File: config.mk
export PLATFORM = sky130hd
export DESIGN_NAME = multdiv
export DESIGN_NICKNAME = d
export VERILOG_FILES = /design/src/rtl/multdiv.sv
export SDC_FILE = /design/constraint.sdc
export NUM_CORES = 1
export LEC_CHECK = 0
export CAP_MARGIN = 20
export CELL_PAD_IN_SITES_DETAIL_PLACEMENT = 1
export CELL_PAD_IN_SITES_GLOBAL_PLACEMENT = 2
export CORE_ASPECT_RATIO = 2
export CORE_MARGIN = 1
export CORE_UTILIZATION = 39
export DETAILED_ROUTE_END_ITERATION = 7
export HOLD_SLACK_MARGIN = 0.03
export PLACE_DENSITY = 0.92
export SLEW_MARGIN = 20
export SYNTH_ARGS = -nofsm -noshare
export SYNTH_HDL_FRONTEND = slang
export SYNTH_SLANG_ARGS = --single-unit
File: constraint.sdc
create_clock -name clock -period 11.7 [get_ports clock]
set_input_delay 1.755 -clock clock [delete_from_list [all_inputs] [get_ports clock]]
set_output_delay 1.755 -clock clock [all_outputs]
set_load 0.05 [all_outputs]
File: src/rtl/multdiv.sv
// Iterative signed multiply/divide unit.
// Shift-add multiply and restoring divide, fixed 33-cycle latency.
module multdiv #(
  parameter int WIDTH = 32
) (
  input  logic             clock,
  input  logic             reset,
  input  logic [WIDTH-1:0] data_operandA,
  input  logic [WIDTH-1:0] data_operandB,
  input  logic             ctrl_MULT,
  input  logic             ctrl_DIV,
  output logic [WIDTH-1:0] data_result,
  output logic             data_exception,
  output logic             data_resultRDY,
  output logic             busy
);

  localparam int CW = $clog2(WIDTH);
  localparam int W2 = 2 * WIDTH;

  typedef enum logic [1:0] {
    IDLE,
    RUN,
    DONE
  } state_t;

  state_t           state;
  logic [CW-1:0]    cnt;
  logic             is_mul;
  logic             neg;
  logic             dz;
  logic             ovf;
  logic [WIDTH-1:0] opnd;
  logic [W2-1:0]    acc;
  logic [WIDTH:0]   rem;

  logic [WIDTH-1:0] abs_a;
  logic [WIDTH-1:0] abs_b;
  logic             start;
  logic [WIDTH:0]   mul_sum;
  logic [WIDTH:0]   shifted;
  logic [WIDTH:0]   diff;
  logic             div_bit;
  logic [WIDTH:0]   div_rem;
  logic [W2-1:0]    mag;
  logic [W2-1:0]    sres;
  logic [WIDTH-1:0] fin_result;
  logic             fin_exc;
  logic [WIDTH:0]   top_bits;

  assign start = ctrl_MULT | ctrl_DIV;
  assign abs_a = data_operandA[WIDTH-1] ? -data_operandA : data_operandA;
  assign abs_b = data_operandB[WIDTH-1] ? -data_operandB : data_operandB;

  // One iteration step for both datapaths plus final sign correction
  always_comb begin
    mul_sum  = {1'b0, acc[W2-1:WIDTH]} + (acc[0] ? {1'b0, opnd} : '0);
    shifted  = {rem[WIDTH-1:0], acc[WIDTH-1]};
    diff     = shifted - {1'b0, opnd};
    div_bit  = ~diff[WIDTH];
    div_rem  = div_bit ? diff : shifted;
    mag      = is_mul ? acc : {{WIDTH{1'b0}}, acc[WIDTH-1:0]};
    sres     = neg ? -mag : mag;
    top_bits = sres[W2-1:WIDTH-1];
    fin_result = dz ? '0 : sres[WIDTH-1:0];
    fin_exc    = is_mul ? ~((&top_bits) | ~(|top_bits)) : (dz | ovf);
  end

  // Control FSM, iteration registers and registered outputs
  always_ff @(posedge clock or posedge reset) begin
    if (reset) begin
      state          <= IDLE;
      cnt            <= '0;
      is_mul         <= 1'b0;
      neg            <= 1'b0;
      dz             <= 1'b0;
      ovf            <= 1'b0;
      opnd           <= '0;
      acc            <= '0;
      rem            <= '0;
      data_result    <= '0;
      data_exception <= 1'b0;
      data_resultRDY <= 1'b0;
      busy           <= 1'b0;
    end else if (start) begin
      state          <= RUN;
      cnt            <= '0;
      is_mul         <= ctrl_MULT;
      neg            <= data_operandA[WIDTH-1] ^ data_operandB[WIDTH-1];
      dz             <= ~ctrl_MULT & (data_operandB == '0);
      ovf            <= ~ctrl_MULT
                        & (data_operandA == {1'b1, {(WIDTH-1){1'b0}}})
                        & (&data_operandB);
      opnd           <= ctrl_MULT ? abs_a : abs_b;
      acc            <= {{WIDTH{1'b0}}, (ctrl_MULT ? abs_b : abs_a)};
      rem            <= '0;
      data_resultRDY <= 1'b0;
      busy           <= 1'b1;
    end else begin
      data_resultRDY <= 1'b0;
      unique case (state)
        RUN: begin
          if (is_mul) begin
            acc <= {mul_sum, acc[WIDTH-1:1]};
          end else begin
            rem <= div_rem;
            acc[WIDTH-1:0] <= {acc[WIDTH-2:0], div_bit};
          end
          if (cnt == CW'(WIDTH - 1)) state <= DONE;
          else cnt <= cnt + 1'b1;
        end
        DONE: begin
          data_result    <= fin_result;
          data_exception <= fin_exc;
          data_resultRDY <= 1'b1;
          busy           <= 1'b0;
          state          <= IDLE;
        end
        default: state <= IDLE;
      endcase
    end
  end

endmodule

==> impl_metrics.prom, run 1 <==
# TYPE chip_impl_metric gauge
chip_impl_metric{name="maxcap_violations",unit=""} 0
chip_impl_metric{name="postSynth.asyncResetShare",unit="%"} 100
chip_impl_metric{name="total_number_of_vias",unit=""} 15400
chip_impl_metric{name="detailedRoute.firstPassIterationCount",unit=""} 5
chip_impl_metric{name="vias_in_the_first_global_route",unit=""} 16300
chip_impl_metric{name="synthCells",unit=""} 1919
chip_impl_metric{name="cts_buffer_depth",unit=""} 2
chip_impl_metric{name="fmax",unit="GHz"} 0.189
chip_impl_metric{name="synth_enable_flop_cells",unit=""} 0
chip_impl_metric{name="postLayoutCellArea",unit="µm²"} 17000
chip_impl_metric{name="floorplan.rows",unit=""} 101
chip_impl_metric{name="report.final.setup_viol",unit=""} 0
chip_impl_metric{name="htreeDepth",unit=""} 4
chip_impl_metric{name="yosys_warnings",unit=""} 0
chip_impl_info{name="crit_path_kind",value="input pin to flop"} 1
chip_impl_info{name="postSynth.topFlopCell",value="dfrtp_1"} 1
chip_impl_metric{name="grt_max_degree",unit=""} 91
chip_impl_metric{name="p_sw_share",unit="%"} 39.7
chip_impl_metric{name="p_int",unit="mW"} 1.13
chip_impl_metric{name="required",unit="ns"} 12.01
chip_impl_metric{name="layout-drive-gt1-share",unit="%"} 4.78
chip_impl_metric{name="critical-path-max-stage-delay",unit="ns"} 0.56
chip_impl_metric{name="timing.final.crit_share",unit="%"} 45.3
chip_impl_metric{name="timing.critical_path.fanout_max",unit=""} 5
chip_impl_metric{name="power.share.clock",unit="%"} 31.4
chip_impl_info{name="cp_common_cell",value="or4_4"} 1
chip_impl_metric{name="synth_nets",unit=""} 2059
chip_impl_info{name="cp-startpoint",value="data_operandB[7]"} 1
chip_impl_metric{name="post_synth.cell_area_avg",unit="µm²"} 7.78
chip_impl_metric{name="hold_viol_final",unit=""} 0
chip_impl_info{name="worstHoldStart",value="data_result[20]"} 1
chip_impl_metric{name="antenna_left",unit=""} 0
chip_impl_info{name="worstSetupStartpointType",value="input pin"} 1
chip_impl_metric{name="met3_wirelength",unit="µm"} 1900
chip_impl_info{name="hold_path_class",value="flop to flop"} 1
chip_impl_metric{name="grt_antenna_before_repair",unit=""} 0
chip_impl_metric{name="timing.final.max_slew_violations",unit=""} 0
chip_impl_metric{name="p_per_area",unit="nW/µm²"} 111
chip_impl_metric{name="finish.net_count",unit=""} 2092
chip_impl_metric{name="area_growth_syn_to_layout",unit="%"} 13.5
chip_impl_metric{name="post-route-drc-count",unit=""} 0
chip_impl_info{name="unrepaired_setup_endpoints_after_global_routing",value="false"} 1
chip_impl_metric{name="hpwlAfterDp",unit="µm"} 48200
chip_impl_metric{name="totalPowerFinal",unit="mW"} 1.87
chip_impl_metric{name="grt_pass1_wl",unit="µm"} 93400
chip_impl_metric{name="buffer_ports.inserted",unit=""} 102
chip_impl_metric{name="tns",unit="ns"} 0
chip_impl_metric{name="ir_drop",unit="V"} 0.000116
chip_impl_metric{name="final.setup_skew",unit="ns"} 0.0199
chip_impl_metric{name="power_frac_comb",unit="%"} 30.8
chip_impl_metric{name="met1_length",unit="µm"} 19800
chip_impl_metric{name="num_io_pins",unit=""} 103
chip_impl_info{name="critical_path.reg2reg.startpoint",value="acc[31]"} 1
chip_impl_metric{name="postCtsResizedCells",unit=""} 0
chip_impl_info{name="clock_tree_from_tritoncts",value="done"} 1
chip_impl_metric{name="overall_routed_net_length",unit="µm"} 61100
chip_impl_metric{name="seq_power_share",unit="%"} 37.8
chip_impl_metric{name="average_vias_per_placed_instance",unit=""} 6.33
chip_impl_metric{name="floorplan.initialDensity",unit="%"} 39.4
chip_impl_metric{name="worst_slew_pin_slew",unit="ns"} 1.14
chip_impl_metric{name="synth.ff_latch_count",unit=""} 174
chip_impl_info{name="top_layer",value="met4"} 1
chip_impl_metric{name="synth-seq-area-share",unit="%"} 29.1
chip_impl_metric{name="drt-wirelength-per-cell",unit="µm"} 25.2
chip_impl_info{name="worst_path_max_delay_cell",value="or4_4"} 1
chip_impl_metric{name="die_x",unit="µm"} 140
chip_impl_metric{name="die_area",unit="µm²"} 39100
chip_impl_metric{name="number_of_cells_traversed_by_the_worst_register_to_register_path",unit=""} 16
chip_impl_metric{name="detailedRoute.firstIterationViolations",unit=""} 763
chip_impl_metric{name="cts_sinks",unit=""} 174
chip_impl_metric{name="clkSlewWorstSetupHoldPaths",unit="ns"} 0.07
chip_impl_metric{name="grt_overflow",unit=""} 0
chip_impl_metric{name="cp.arrival",unit="ns"} 5.61
chip_impl_metric{name="holdPathStages",unit=""} 2
chip_impl_metric{name="wl_met2",unit="µm"} 32600
chip_impl_metric{name="final_period_minus_worst_setup_slack",unit="ns"} 5.30
chip_impl_info{name="outcome",value="completed"} 1
chip_impl_metric{name="place_area",unit="µm²"} 16400
chip_impl_metric{name="place.gp.congestion",unit=""} 1.00
chip_impl_metric{name="grtUsageTotal",unit="%"} 31.8
chip_impl_metric{name="floorplan.core_area",unit="µm²"} 37900
chip_impl_metric{name="syn_area",unit="µm²"} 14900
chip_impl_info{name="critical_path.cell_chain",value="clkdlybuf4s50_1, or4_4, or3_1, or4_1, or4_4, or4_4, o31ai_1, xor2_1, nand2_1, o211ai_1, o21ai_0"} 1
chip_impl_metric{name="die_h",unit="µm"} 279
chip_impl_metric{name="synth.distinct_cells",unit=""} 72
chip_impl_metric{name="p_switching",unit="mW"} 0.745
chip_impl_metric{name="cts-buffers-inserted",unit=""} 17
chip_impl_metric{name="leakage",unit="nW"} 7.22
chip_impl_metric{name="clock_latency",unit="ns"} 0.47
chip_impl_metric{name="post_cts_hold_buffer_count",unit=""} 0
chip_impl_metric{name="slew_headroom",unit="%"} 23.3
chip_impl_metric{name="cts_setup_buffers",unit=""} 0
chip_impl_metric{name="finalHoldWorstSlack",unit="ns"} 0.489
chip_impl_info{name="clockRootBuffer",value="clkbuf_16"} 1
chip_impl_metric{name="fillerInstances",unit=""} 4625
chip_impl_info{name="cp-end-kind",value="flop"} 1
chip_impl_metric{name="insertedDiodeCount",unit=""} 0
## critical path, delay by kind of cell
family,cells,cell delay (ns)
simple gates,6,2.52
buf+inv,1,0.50
xor+xnor,1,0.27
compound gates,3,0.56
## through the flow
stage,setup WS [ns],instances,utilization [%]
3_5_place_dp,5.97,2396,43.2
3_3_place_gp,6.05,2395,43.1
5_1_grt,6.21,2428,44.7
6_report,6.40,2428,44.7
2_1_floorplan,5.23,1919,-
4_1_cts,6.40,2428,44.7
## power groups by stage
| stage | clock [mW] | combinational (mW) | sequential, mW |
|---|---|---|---|
| after detailed placement | 0 | 0.571 | 0.717 |
| final | 0.589 | 0.578 | 0.708 |
| after floorplan | 0 | 0.358 | 0.694 |
| after global placement | 0 | 0.558 | 0.715 |
| after CTS | 0.596 | 0.575 | 0.705 |
| after global routing | 0.610 | 0.621 | 0.711 |
## final cells by class
cell class                      count  area [µm²]  area share (%)
Clock inverter                     14         163           0.960
Clock buffer                       18         429            2.53
Multi-Input combinational cell   1561        9930            58.6
Inverter                           66         253            1.49
Sequential cell                   174        4360            25.7
Tap cell                          463         579            3.42
Timing Repair Buffer              132        1240            7.29
## synthesized netlist by cell type (4+ instances only)
master,count,area (µm²)
a211o_1,4,35.0
a211oi_1,24,180
a21o_1,36,270
a21oi_1,122,611
a221oi_1,8,70.1
a22o_1,26,228
a31oi_1,10,62.6
a41oi_1,5,43.8
and2_1,5,31.3
and3_1,13,81.3
and4_1,8,70.1
buf_1,11,41.3
buf_2,4,20.0
clkbuf_1,103,387
dfrtp_1,174,4350
ha_1,70,876
inv_1,65,244
mux2i_1,64,641
nand2_1,267,1000
nand2b_1,16,100
nand3_1,36,180
nand4_1,28,175
nand4b_1,6,52.6
nor2_1,136,510
nor2b_1,19,119
nor3_1,23,115
nor3b_1,4,30.0
nor4_1,36,225
o211ai_1,26,195
o21a_1,14,105
o21ai_0,235,1180
o21bai_1,10,75.1
o22ai_1,5,31.3
o31a_1,5,43.8
o31ai_1,34,255
o41ai_1,21,184
or2_2,7,43.8
or3_1,23,144
or4_1,12,90.1
or4_4,5,56.3
xnor2_1,41,359
xor2_1,108,946
## cell families (layout without fill, tap and decap cells)
| group | Yosys count | in the layout | synth area share [%] |
|---|---|---|---|
| AND/OR/NAND/NOR | 654 | 654 | 20.9 |
| flip-flops | 174 | 174 | 29.1 |
| adder cells (fa/ha/maj) | 72 | 72 | 6.13 |
| multiplexers | 65 | 65 | 4.36 |
| AO/OA/AOI/OAI | 621 | 621 | 26.1 |
| buffers and inverters | 184 | 230 | 4.66 |
| XOR/XNOR | 149 | 149 | 8.74 |
## placed cells by master (no fill, tap or decap), types with 6 or more instances in the layout
cell	Yosys	routed
and4_1	8	8
xor2_1	108	108
nand2b_1	16	16
nor3_1	23	23
a22o_1	26	26
o21a_1	14	14
dfrtp_1	174	172
a21oi_1	122	120
or3_1	23	23
a211oi_1	24	24
a21o_1	36	36
or2_2	7	7
clkdlybuf4s50_1	0	100
ha_1	70	70
nor4_1	36	35
nand3_1	36	36
nor2b_1	19	18
nand2_1	267	267
or4_1	12	12
nand4_1	28	28
a31oi_1	10	10
o21ai_0	235	235
and3_1	13	13
o31ai_1	34	34
nor2_1	136	135
a221oi_1	8	8
o41ai_1	21	20
nand4b_1	6	6
mux2i_1	64	64
xnor2_1	41	41
buf_4	0	30
inv_1	65	63
inv_6	0	7
o211ai_1	26	26
clkbuf_16	0	17
o21bai_1	10	10
## per-layer routing
layer,vias up,track usage (%)
met3,245,3.65
met5,-,0
met4,0,32.2
met1,7616,28.6
met2,456,59.5
li1,7048,-
## flip-flops by register name (all words and copies together) (netlist names)
| signal | count |
|---|---|
| is_mul | 1 |
| acc | 64 |
| data_exception | 1 |
| cnt | 5 |
| state | 2 |
| rem | 32 |
| neg | 1 |
| opnd | 32 |
| busy | 1 |
| data_result | 32 |
| data_resultRDY | 1 |
| ovf | 1 |
| dz | 1 |
## worst paths after layout
check / end / slack, ns
worst min register to register: data_result[20] / 0.49
min in group asynchronous: data_result[8] / 1.71
worst max-delay path: opnd[28] / 6.40
worst max register to register: acc[0] / 6.63
max in group asynchronous: dz / 7.89
worst min-delay path: data_result[20] / 0.49
No activity file was read; power rests on OpenSTA's default activity.
==> run 2: changes to the inputs <==
CORE_UTILIZATION = 36   (was 39)
PLACE_DENSITY = 0.86   (was 0.92)
clock period = 5.1 ns   (was 11.7 ns; I/O delays follow)
==> run 2 against run 1 <==
- register-to-register slack got worse by 5.9 ns
- final cell count increased by 3.6%
- power increased by 130%
- combinational power increased by 130%
- via count decreased by 0.38%
- die area increased by 8.2%
- setup slack got worse by 5.7 ns
- clock skew decreased by 0.0088 ns
- core utilization decreased by 2.9 points
==> impl_metrics.prom, run 2 (synthesis results as in run 1) <==
# TYPE chip_impl_metric gauge
chip_impl_metric{name="cts_buffer_depth",unit=""} 2
chip_impl_metric{name="power.share.clock",unit="%"} 30.3
chip_impl_metric{name="final.setup_skew",unit="ns"} 0.0111
chip_impl_metric{name="grt_antenna_before_repair",unit=""} 0
chip_impl_metric{name="die_h",unit="µm"} 290
chip_impl_metric{name="holdPathStages",unit=""} 2
chip_impl_metric{name="seq_power_share",unit="%"} 38.5
chip_impl_metric{name="p_switching",unit="mW"} 1.69
chip_impl_metric{name="p_per_area",unit="nW/µm²"} 249
chip_impl_metric{name="cts-buffers-inserted",unit=""} 17
chip_impl_metric{name="final_critical_path_setup_slack",unit="ns"} 0.717
chip_impl_info{name="outcome",value="completed"} 1
chip_impl_info{name="worstSetupStartpointType",value="flop"} 1
chip_impl_info{name="clockRootBuffer",value="clkbuf_16"} 1
chip_impl_info{name="r2r-end",value="acc[0]"} 1
chip_impl_metric{name="insertedDiodeCount",unit=""} 0
chip_impl_metric{name="place.gp.congestion",unit=""} 0.970
chip_impl_metric{name="floorplan.initialDensity",unit="%"} 36.4
chip_impl_metric{name="num_io_pins",unit=""} 103
chip_impl_metric{name="cts_setup_buffers",unit=""} 0
chip_impl_metric{name="maxcap_violations",unit=""} 0
chip_impl_metric{name="layout-drive-gt1-share",unit="%"} 5.55
chip_impl_metric{name="detailedRoute.firstPassIterationCount",unit=""} 4
chip_impl_info{name="cp-end-kind",value="flop"} 1
chip_impl_metric{name="cts_sinks",unit=""} 174
chip_impl_metric{name="grt_overflow",unit=""} 0
chip_impl_metric{name="final_period_minus_worst_setup_slack",unit="ns"} 4.38
chip_impl_metric{name="worst_slew_pin_slew",unit="ns"} 1.10
chip_impl_metric{name="totalPowerFinal",unit="mW"} 4.26
chip_impl_info{name="clock_tree_from_tritoncts",value="done"} 1
chip_impl_metric{name="p_sw_share",unit="%"} 39.5
chip_impl_info{name="registers.top_by_ff_count",value="acc"} 1
chip_impl_metric{name="postCtsResizedCells",unit=""} 0
chip_impl_info{name="crit_path_kind",value="flop to flop"} 1
chip_impl_metric{name="floorplan.rows",unit=""} 105
chip_impl_metric{name="area_growth_syn_to_layout",unit="%"} 14.7
chip_impl_metric{name="tns",unit="ns"} 0
chip_impl_metric{name="post-route-drc-count",unit=""} 0
chip_impl_metric{name="grt_pass1_wl",unit="µm"} 97400
chip_impl_metric{name="total_number_of_vias",unit=""} 15300
chip_impl_metric{name="die_area",unit="µm²"} 42400
chip_impl_metric{name="postLayoutCellArea",unit="µm²"} 17100
chip_impl_metric{name="timing.critical_path.fanout_max",unit=""} 19
chip_impl_info{name="worstHoldStart",value="data_result[5]"} 1
chip_impl_info{name="worst_hold_endpoint",value="data_result[5]"} 1
chip_impl_metric{name="die_x",unit="µm"} 146
chip_impl_metric{name="clkSlewWorstSetupHoldPaths",unit="ns"} 0.07
chip_impl_metric{name="report.final.setup_viol",unit=""} 0
chip_impl_metric{name="hpwlAfterDp",unit="µm"} 50500
chip_impl_metric{name="vias_in_the_first_global_route",unit=""} 16600
chip_impl_metric{name="fillerInstances",unit=""} 5059
chip_impl_metric{name="grt_max_degree",unit=""} 141
chip_impl_metric{name="place_area",unit="µm²"} 16600
chip_impl_metric{name="number_of_cells_traversed_by_the_worst_register_to_register_path",unit=""} 16
chip_impl_metric{name="largest_register_ff_count",unit=""} 64
chip_impl_metric{name="overall_routed_net_length",unit="µm"} 63700
chip_impl_metric{name="timing.final.max_slew_violations",unit=""} 0
chip_impl_metric{name="worst-r2r-setup-slack",unit="ns"} 0.72
chip_impl_metric{name="floorplan.core_area",unit="µm²"} 41000
chip_impl_metric{name="timing.final.crit_share",unit="%"} 85.9
chip_impl_metric{name="required",unit="ns"} 5.43
chip_impl_metric{name="p_int",unit="mW"} 2.58
chip_impl_metric{name="htreeDepth",unit=""} 4
chip_impl_metric{name="clock_latency",unit="ns"} 0.46
chip_impl_metric{name="slew_headroom",unit="%"} 26.9
chip_impl_metric{name="leakage",unit="nW"} 7.28
chip_impl_metric{name="antenna_left",unit=""} 0
chip_impl_metric{name="drt-wirelength-per-cell",unit="µm"} 25.3
chip_impl_metric{name="finish.net_count",unit=""} 2108
chip_impl_metric{name="average_vias_per_placed_instance",unit=""} 6.08
chip_impl_info{name="mostFrequentLayoutCells",value="267 x nand2_1, 235 x o21ai_0, 172 x dfrtp_1"} 1
chip_impl_info{name="hold_path_class",value="flop to flop"} 1
chip_impl_metric{name="cp.arrival",unit="ns"} 4.71
chip_impl_metric{name="power_frac_comb",unit="%"} 31.1
chip_impl_metric{name="fmax",unit="GHz"} 0.228
chip_impl_metric{name="grtUsageTotal",unit="%"} 30.5
chip_impl_metric{name="post_cts_hold_buffer_count",unit=""} 0
chip_impl_metric{name="hold_viol_final",unit=""} 0
chip_impl_metric{name="ir_drop",unit="V"} 0.000249
chip_impl_metric{name="detailedRoute.firstIterationViolations",unit=""} 665
chip_impl_metric{name="finalHoldWorstSlack",unit="ns"} 0.482
chip_impl_metric{name="dp_slack",unit="ns"} 0.358
chip_impl_info{name="unrepaired_setup_endpoints_after_global_routing",value="false"} 1
chip_impl_metric{name="buffer_ports.inserted",unit=""} 102
chip_impl_info{name="critical_path.reg2reg.startpoint",value="acc[31]"} 1
chip_impl_info{name="layout_commonest_cell",value="nand2_1"} 1
## run 2: changes by cell type in the layout (fill, tap and decap cells not counted), moves of 3 or more
cell and delta:
buf_4 +14, clkinv_8 -4, clkinv_4 +3, clkinvlp_4 +3
## run 2: power groups by stage
stage | registers (mW) | logic, mW | clock network (mW)
floorplan | 1.59 | 0.821 | 0
global route | 1.65 | 1.43 | 1.36
detailed placement | 1.67 | 1.32 | 0
CTS | 1.64 | 1.32 | 1.32
global placement | 1.66 | 1.29 | 0
finish | 1.64 | 1.33 | 1.29
## run 2: metal layers
layer  vias to the layer above  share of wire, %  track usage, %
met5                         -                 0               0
met4                         0                11            29.1
met3                       223               2.2            2.78
met2                       405                54            58.3
met1                      7609                33            27.6
li1                       7070                 -               -
## run 2: final cells by class
cell class	count	area, µm²	area share (%)
tap	535	669	3.91
clock buffer	18	429	2.50
multi-input combinational	1561	9920	57.9
inverter	66	251	1.47
clock inverter	14	124	0.723
sequential	174	4360	25.4
timing repair buffer	148	1380	8.06
## run 2: worst max-delay path by stage
stage                      from        to  slack (ns)  cells past startpoint
2_1_floorplan           acc[31]    rem[1]        1.11                     16
3_3_place_gp   data_operandB[7]  opnd[29]        0.50                     12
3_5_place_dp   data_operandB[7]  opnd[28]        0.36                     11
4_1_cts                 acc[31]    acc[0]        0.73                     16
5_1_grt                 acc[31]   rem[14]        0.23                     14
6_report                acc[31]    acc[0]        0.72                     16
## run 2: stage by stage
stage,utilization (%),cells
6_report,41.8,2516
5_1_grt,41.8,2516
4_1_cts,41.8,2516
3_5_place_dp,40.4,2484
3_3_place_gp,40.4,2484
2_1_floorplan,-,1919
## run 2: critical path: stages, from the launching register on
cell	delay (ns)
dfrtp_1	0.38
inv_1	0.08
ha_1	0.18
inv_1	0.06
fa_1	0.43
a211oi_1	0.44
o21ai_0	0.28
a221oi_1	0.57
o31ai_1	0.23
a31oi_1	0.28
o21ai_0	0.21
nand2_1	0.10
o211ai_1	0.16
buf_12	0.22
mux2_2	0.27
a221oi_1	0.27
a21oi_1	0.06
==> run 3: changes to the inputs <==
CORE_ASPECT_RATIO = not set   (was 2)
==> run 3 against run 2 <==
- power about the same
- combinational power decreased by 5%
- largest cell class unchanged
- core utilization increased by 0.13 points
- critical endpoint is now data_exception
- setup slack improved by 0.069 ns
- routed wire length decreased by 11%
- register-to-register slack improved by 0.07 ns
- sequential share of layout area about the same
- critical path depth decreased by 3
- die area decreased by 0.12%
- clock-buffer cell count increased by 3
==> impl_metrics.prom, run 3 (synthesis results as in run 1) <==
# TYPE chip_impl_metric gauge
chip_impl_info{name="outcome",value="completed"} 1
chip_impl_metric{name="grt_use_met3",unit="%"} 3.58
chip_impl_metric{name="post-route-drc-count",unit=""} 0
chip_impl_metric{name="finalHoldWorstSlack",unit="ns"} 0.486
chip_impl_metric{name="floorplan.initialDensity",unit="%"} 36.5
chip_impl_metric{name="antenna_left",unit=""} 0
chip_impl_metric{name="die_area",unit="µm²"} 42300
chip_impl_metric{name="drt-wirelength-per-cell",unit="µm"} 22.4
chip_impl_metric{name="cp.arrival",unit="ns"} 4.65
chip_impl_metric{name="clkSlewWorstSetupHoldPaths",unit="ns"} 0.07
chip_impl_metric{name="global_route.usage.met1",unit="%"} 36.4
chip_impl_metric{name="grt_pass1_wl",unit="µm"} 89000
chip_impl_info{name="cp-end-kind",value="flop"} 1
chip_impl_metric{name="p_per_area",unit="nW/µm²"} 248
chip_impl_metric{name="buffer_ports.inserted",unit=""} 102
chip_impl_metric{name="floorplan.core_area",unit="µm²"} 40900
chip_impl_metric{name="ir_drop",unit="V"} 0.000154
chip_impl_metric{name="cts-buffers-inserted",unit=""} 17
chip_impl_metric{name="tns",unit="ns"} 0
chip_impl_metric{name="average_vias_per_placed_instance",unit=""} 6.01
chip_impl_metric{name="timing.critical_path.fanout_max",unit=""} 10
chip_impl_metric{name="final.setup_skew",unit="ns"} 0.0130
chip_impl_info{name="unrepaired_setup_endpoints_after_global_routing",value="false"} 1
chip_impl_info{name="registers.top_by_ff_count",value="acc"} 1
chip_impl_metric{name="critical-path-max-stage-delay",unit="ns"} 0.63
chip_impl_metric{name="final_critical_path_setup_slack",unit="ns"} 0.786
chip_impl_info{name="critical_path.top_delay_family",value="simple AND/OR/NAND/NOR gates"} 1
chip_impl_metric{name="postLayoutCellArea",unit="µm²"} 17200
chip_impl_info{name="clock_tree_from_tritoncts",value="done"} 1
chip_impl_metric{name="power_frac_comb",unit="%"} 29.5
chip_impl_info{name="critical_path.cell_chain",value="buf_4, nor4_2, and4_1, nand4_1, buf_4, nor2_1, o22ai_1, o22a_1, nor4_1, nand4_1, a2bb2oi_1, a21oi_1, o21ai_0"} 1
chip_impl_metric{name="power.share.clock",unit="%"} 31.9
chip_impl_metric{name="total_number_of_vias",unit=""} 15100
chip_impl_metric{name="hold_viol_final",unit=""} 0
chip_impl_metric{name="crit_buf_inv",unit=""} 2
chip_impl_metric{name="place.gp.congestion",unit=""} 0.943
chip_impl_metric{name="timing.final.max_slew_violations",unit=""} 0
chip_impl_metric{name="worst_slew_pin_slew",unit="ns"} 1.08
chip_impl_metric{name="postCtsResizedCells",unit=""} 0
chip_impl_metric{name="leakage",unit="nW"} 7.30
chip_impl_info{name="worst_path_max_delay_cell",value="nor4_2"} 1
chip_impl_metric{name="layout-drive-gt1-share",unit="%"} 5.55
chip_impl_metric{name="htreeDepth",unit=""} 4
chip_impl_metric{name="detailedRoute.firstPassIterationCount",unit=""} 5
chip_impl_metric{name="p_switching",unit="mW"} 1.61
chip_impl_info{name="worstSetupStartpointType",value="flop"} 1
chip_impl_metric{name="use_met2",unit="%"} 44.6
chip_impl_metric{name="totalPowerFinal",unit="mW"} 4.26
chip_impl_metric{name="post_layout_instance_count_excluding_filler_cells",unit=""} 2516
chip_impl_metric{name="area_growth_syn_to_layout",unit="%"} 14.9
chip_impl_info{name="hold_path_class",value="flop to flop"} 1
chip_impl_metric{name="cts_buffer_depth",unit=""} 2
chip_impl_metric{name="grtUsageTotal",unit="%"} 27.3
chip_impl_metric{name="grt_max_degree",unit=""} 96
chip_impl_metric{name="final_period_minus_worst_setup_slack",unit="ns"} 4.31
chip_impl_metric{name="required",unit="ns"} 5.44
chip_impl_metric{name="report.final.setup_viol",unit=""} 0
chip_impl_metric{name="finish.net_count",unit=""} 2110
chip_impl_info{name="top_usage_layer",value="met2"} 1
chip_impl_metric{name="die_x",unit="µm"} 206
chip_impl_info{name="mostFrequentLayoutCells",value="267 x nand2_1, 235 x o21ai_0, 172 x dfrtp_1"} 1
chip_impl_metric{name="seq_power_share",unit="%"} 38.7
chip_impl_metric{name="p_sw_share",unit="%"} 37.8
chip_impl_info{name="layout_commonest_cell",value="nand2_1"} 1
chip_impl_metric{name="place_inst",unit=""} 2483
chip_impl_info{name="clockRootBuffer",value="clkbuf_16"} 1
chip_impl_metric{name="cts_sinks",unit=""} 174
chip_impl_metric{name="timing.final.crit_share",unit="%"} 84.6
chip_impl_metric{name="largest_register_ff_count",unit=""} 64
chip_impl_metric{name="cts_setup_buffers",unit=""} 0
chip_impl_metric{name="grt_overflow",unit=""} 0
chip_impl_metric{name="post_cts_hold_buffer_count",unit=""} 0
chip_impl_metric{name="place_area",unit="µm²"} 16600
chip_impl_metric{name="vias_in_the_first_global_route",unit=""} 15500
chip_impl_metric{name="maxcap_violations",unit=""} 0
chip_impl_metric{name="clock_latency",unit="ns"} 0.47
chip_impl_metric{name="die_h",unit="µm"} 206
chip_impl_metric{name="hpwlAfterDp",unit="µm"} 43200
chip_impl_metric{name="fmax",unit="GHz"} 0.232
chip_impl_metric{name="overall_routed_net_length",unit="µm"} 56400
chip_impl_metric{name="grt_antenna_before_repair",unit=""} 2
chip_impl_metric{name="detailedRoute.firstIterationViolations",unit=""} 1230
chip_impl_metric{name="dp_slack",unit="ns"} 0.363
chip_impl_metric{name="p_int",unit="mW"} 2.65
chip_impl_metric{name="floorplan.rows",unit=""} 74
chip_impl_metric{name="final_core_util",unit="%"} 41.9
chip_impl_info{name="crit_path_kind",value="flop to flop"} 1
chip_impl_metric{name="slew_headroom",unit="%"} 27.6
chip_impl_metric{name="num_io_pins",unit=""} 103
[run 3: final timing paths]
path,startpoint,endpoint,slack [ns],cells after the start
min in group asynchronous,reset,data_result[4],0.73,2
worst max register to register,acc[11],data_exception,0.79,13
worst min register to register,data_result[22],data_result[22],0.49,2
worst max-delay path,acc[11],data_exception,0.79,13
max in group asynchronous,reset,rem[31],3.39,3
worst min-delay path,data_result[22],data_result[22],0.49,2
[run 3: layer usage]
metal / vias to the layer above / wire, µm / share of wire, %
met2: 427 / 26100 / 46
met4: 0 / 1760 / 3.1
met3: 81 / 2700 / 4.8
li1: 7064 / - / -
met1: 7552 / 25900 / 46
met5: - / 0 / 0
[run 3: layout make-up]
cell class,instances,area [µm²]
Multi-Input combinational cell,1561,9910
Sequential cell,174,4360
Timing Repair Buffer,150,1390
Fill cell,4935,23800
Inverter,66,251
Clock inverter,11,124
Clock buffer,21,460
Tap cell,532,666
Antenna cell,1,2.50
[run 3: worst min-delay path, stage by stage, from the launching register on]
cell and delay (ns):
dfrtp_1 0.34, nand2_1 0.04, o21ai_0 0.06
[run 3: power groups by stage]
| stage | clock network, mW | logic (mW) | registers (mW) |
|---|---|---|---|
| after CTS | 1.38 | 1.25 | 1.64 |
| after detailed placement | 0 | 1.24 | 1.67 |
| final | 1.36 | 1.26 | 1.65 |
| after floorplan | 0 | 0.821 | 1.59 |
| after global routing | 1.43 | 1.37 | 1.65 |
| after global placement | 0 | 1.20 | 1.66 |
==> RTL change (settings of run 2) <==
The parameter `WIDTH` goes from 32 to 64.
--- a/src/rtl/multdiv.sv
+++ b/src/rtl/multdiv.sv
@@ -1,7 +1,7 @@
 // Iterative signed multiply/divide unit.
 // Shift-add multiply and restoring divide, fixed 33-cycle latency.
 module multdiv #(
-  parameter int WIDTH = 32
+  parameter int WIDTH = 64
 ) (
   input  logic             clock,
   input  logic             reset,
Ports: changed (resized data_operandA, data_operandB and data_result); port bits go from 103 to 199. The function was not compared with the original's and may differ.
==> RTL change against run 2 <==
  * Core utilization rose by 1.6 points
  * Worst setup slack got worse by 550 ps
  * Power rose by 120%
  * Synthesized area rose by 99%
  * Die area rose by 98%
  * Maximum frequency fell by 11%
  * Cell count rose by 110%
  * Final area rose by 110%
  * Wire length rose by 140%
  * Sequential cell count rose by 161
==> RTL change: results (changes against run 2) <==
stage,metric,value,unit,change
synth,ys_seq_area_share,28.14,%,-1.0 points
routing,drtPass1Iterations,5,,+1
placement,placed_area,34130,µm²,+110%
cells_and_area,antenna_cells_inserted,2,,+2
outcome,outcome,"finished, final reports clean",,
clocking,clk_latency,600,ps,+140 ps
setup_path,critPathSlowestCell,or4_1,,
cells_and_area,final-nonclk-buf-share,11.12,%,+3.1 points
synth,yosys-top-cells-area,"dfrtp_1 (28%), nand2_1 (6.7%), xor2_1 (6.6%)",,
placement,place_hpwl,118.4,mm,+130%
cells_and_area,seq_area_share,23.68,%,-1.8 points
grt,grt_pass1_wl,223.4,mm,+130%
routing,routed_via_density,6.277,,+3.2%
timing,max_slew.worst_pin.slew,1066,ps,-29.76 ps
synth,post_synth_fa_ha_maj_area_fraction,5.721,%,-0.41 points
setup_path,r2r_cells,13,,-3
setup_path,worstSetupStartpoint,acc[27]$_DFFE_PP0P_,,
placement,routabilityCongestion,1.073,,+11%
synth,ys_ff_latch,335,,+93%
synth,synth_fp_nets,4146,,+100%
setup_path,cp.arrival,5370,ps,+660 ps
setup_path,critical-path-max-stage-delay,670,ps,+100 ps
cells_and_area,clock_tree_area_fraction,3.562,%,+0.33 points
pwr,vdd_drop_max,0.2143,mV,-14%
routing,avgRoutedWirePerCell,29.10,µm,+15%
timing,fin_skew,41.46,ps,+30.37 ps
cells_and_area,fraction_of_area_in_multi_input_gates,56.60,%,-1.3 points
cells_and_area,final_design_area_no_fill,35440,µm²,+110%
grt,antenna_found_initial,9,,+9
synth,synth_cell_type_count,87,,+21%
==> RTL change: cell count changes in the layout (fill, tap and decap cells not counted), moves of 94 or more <==
| cell | before | now |
|---|---|---|
| xor2_1 | 108 | 225 |
| clkdlybuf4s50_1 | 100 | 194 |
| a21oi_1 | 120 | 285 |
| nor2_1 | 135 | 257 |
| dfrtp_1 | 172 | 333 |
| o21ai_1 | 0 | 104 |
| nand2_1 | 267 | 532 |
| buf_4 | 44 | 242 |
==> RTL change: routing by layer <==
layer / vias up / global-route usage, % / routed length, µm
li1: 14640 / - / -
met1: 16270 / 35.58 / 51940
met2: 1063 / 65.62 / 77840
met3: 517 / 5.349 / 6453
met4: 8 / 28.74 / 14390
met5: - / 0 / 49
==> RTL change: metrics by stage <==
| step | hold slack [ps] | total power [mW] | instances | setup WS [ps] |
|---|---|---|---|---|
| floorplan | 450.8 | 4.878 | 3879 | -141.6 |
| global placement | 462.7 | 6.207 | 5112 | -140.2 |
| detailed placement | 466.9 | 6.247 | 5112 | -128.4 |
| CTS | 484.1 | 9.223 | 5175 | 23.29 |
| global route | 499.1 | 9.611 | 5175 | 22.68 |
| finish | 477.5 | 9.274 | 5177 | 167.3 |
==> RTL change: final timing paths <==
| check | end | slack (ps) |
|---|---|---|
| max | data_exception$_DFFE_PP0P_ | 170 |
| min | data_result[34]$_DFFE_PP0P_ | 480 |
| max reg2reg | data_exception$_DFFE_PP0P_ | 170 |
| min reg2reg | data_result[34]$_DFFE_PP0P_ | 480 |
| max in group asynchronous | neg$_DFFE_PP0N_ | 3100 |
| min in group asynchronous | rem[20]$_DFFE_PP0P_ | 730 |
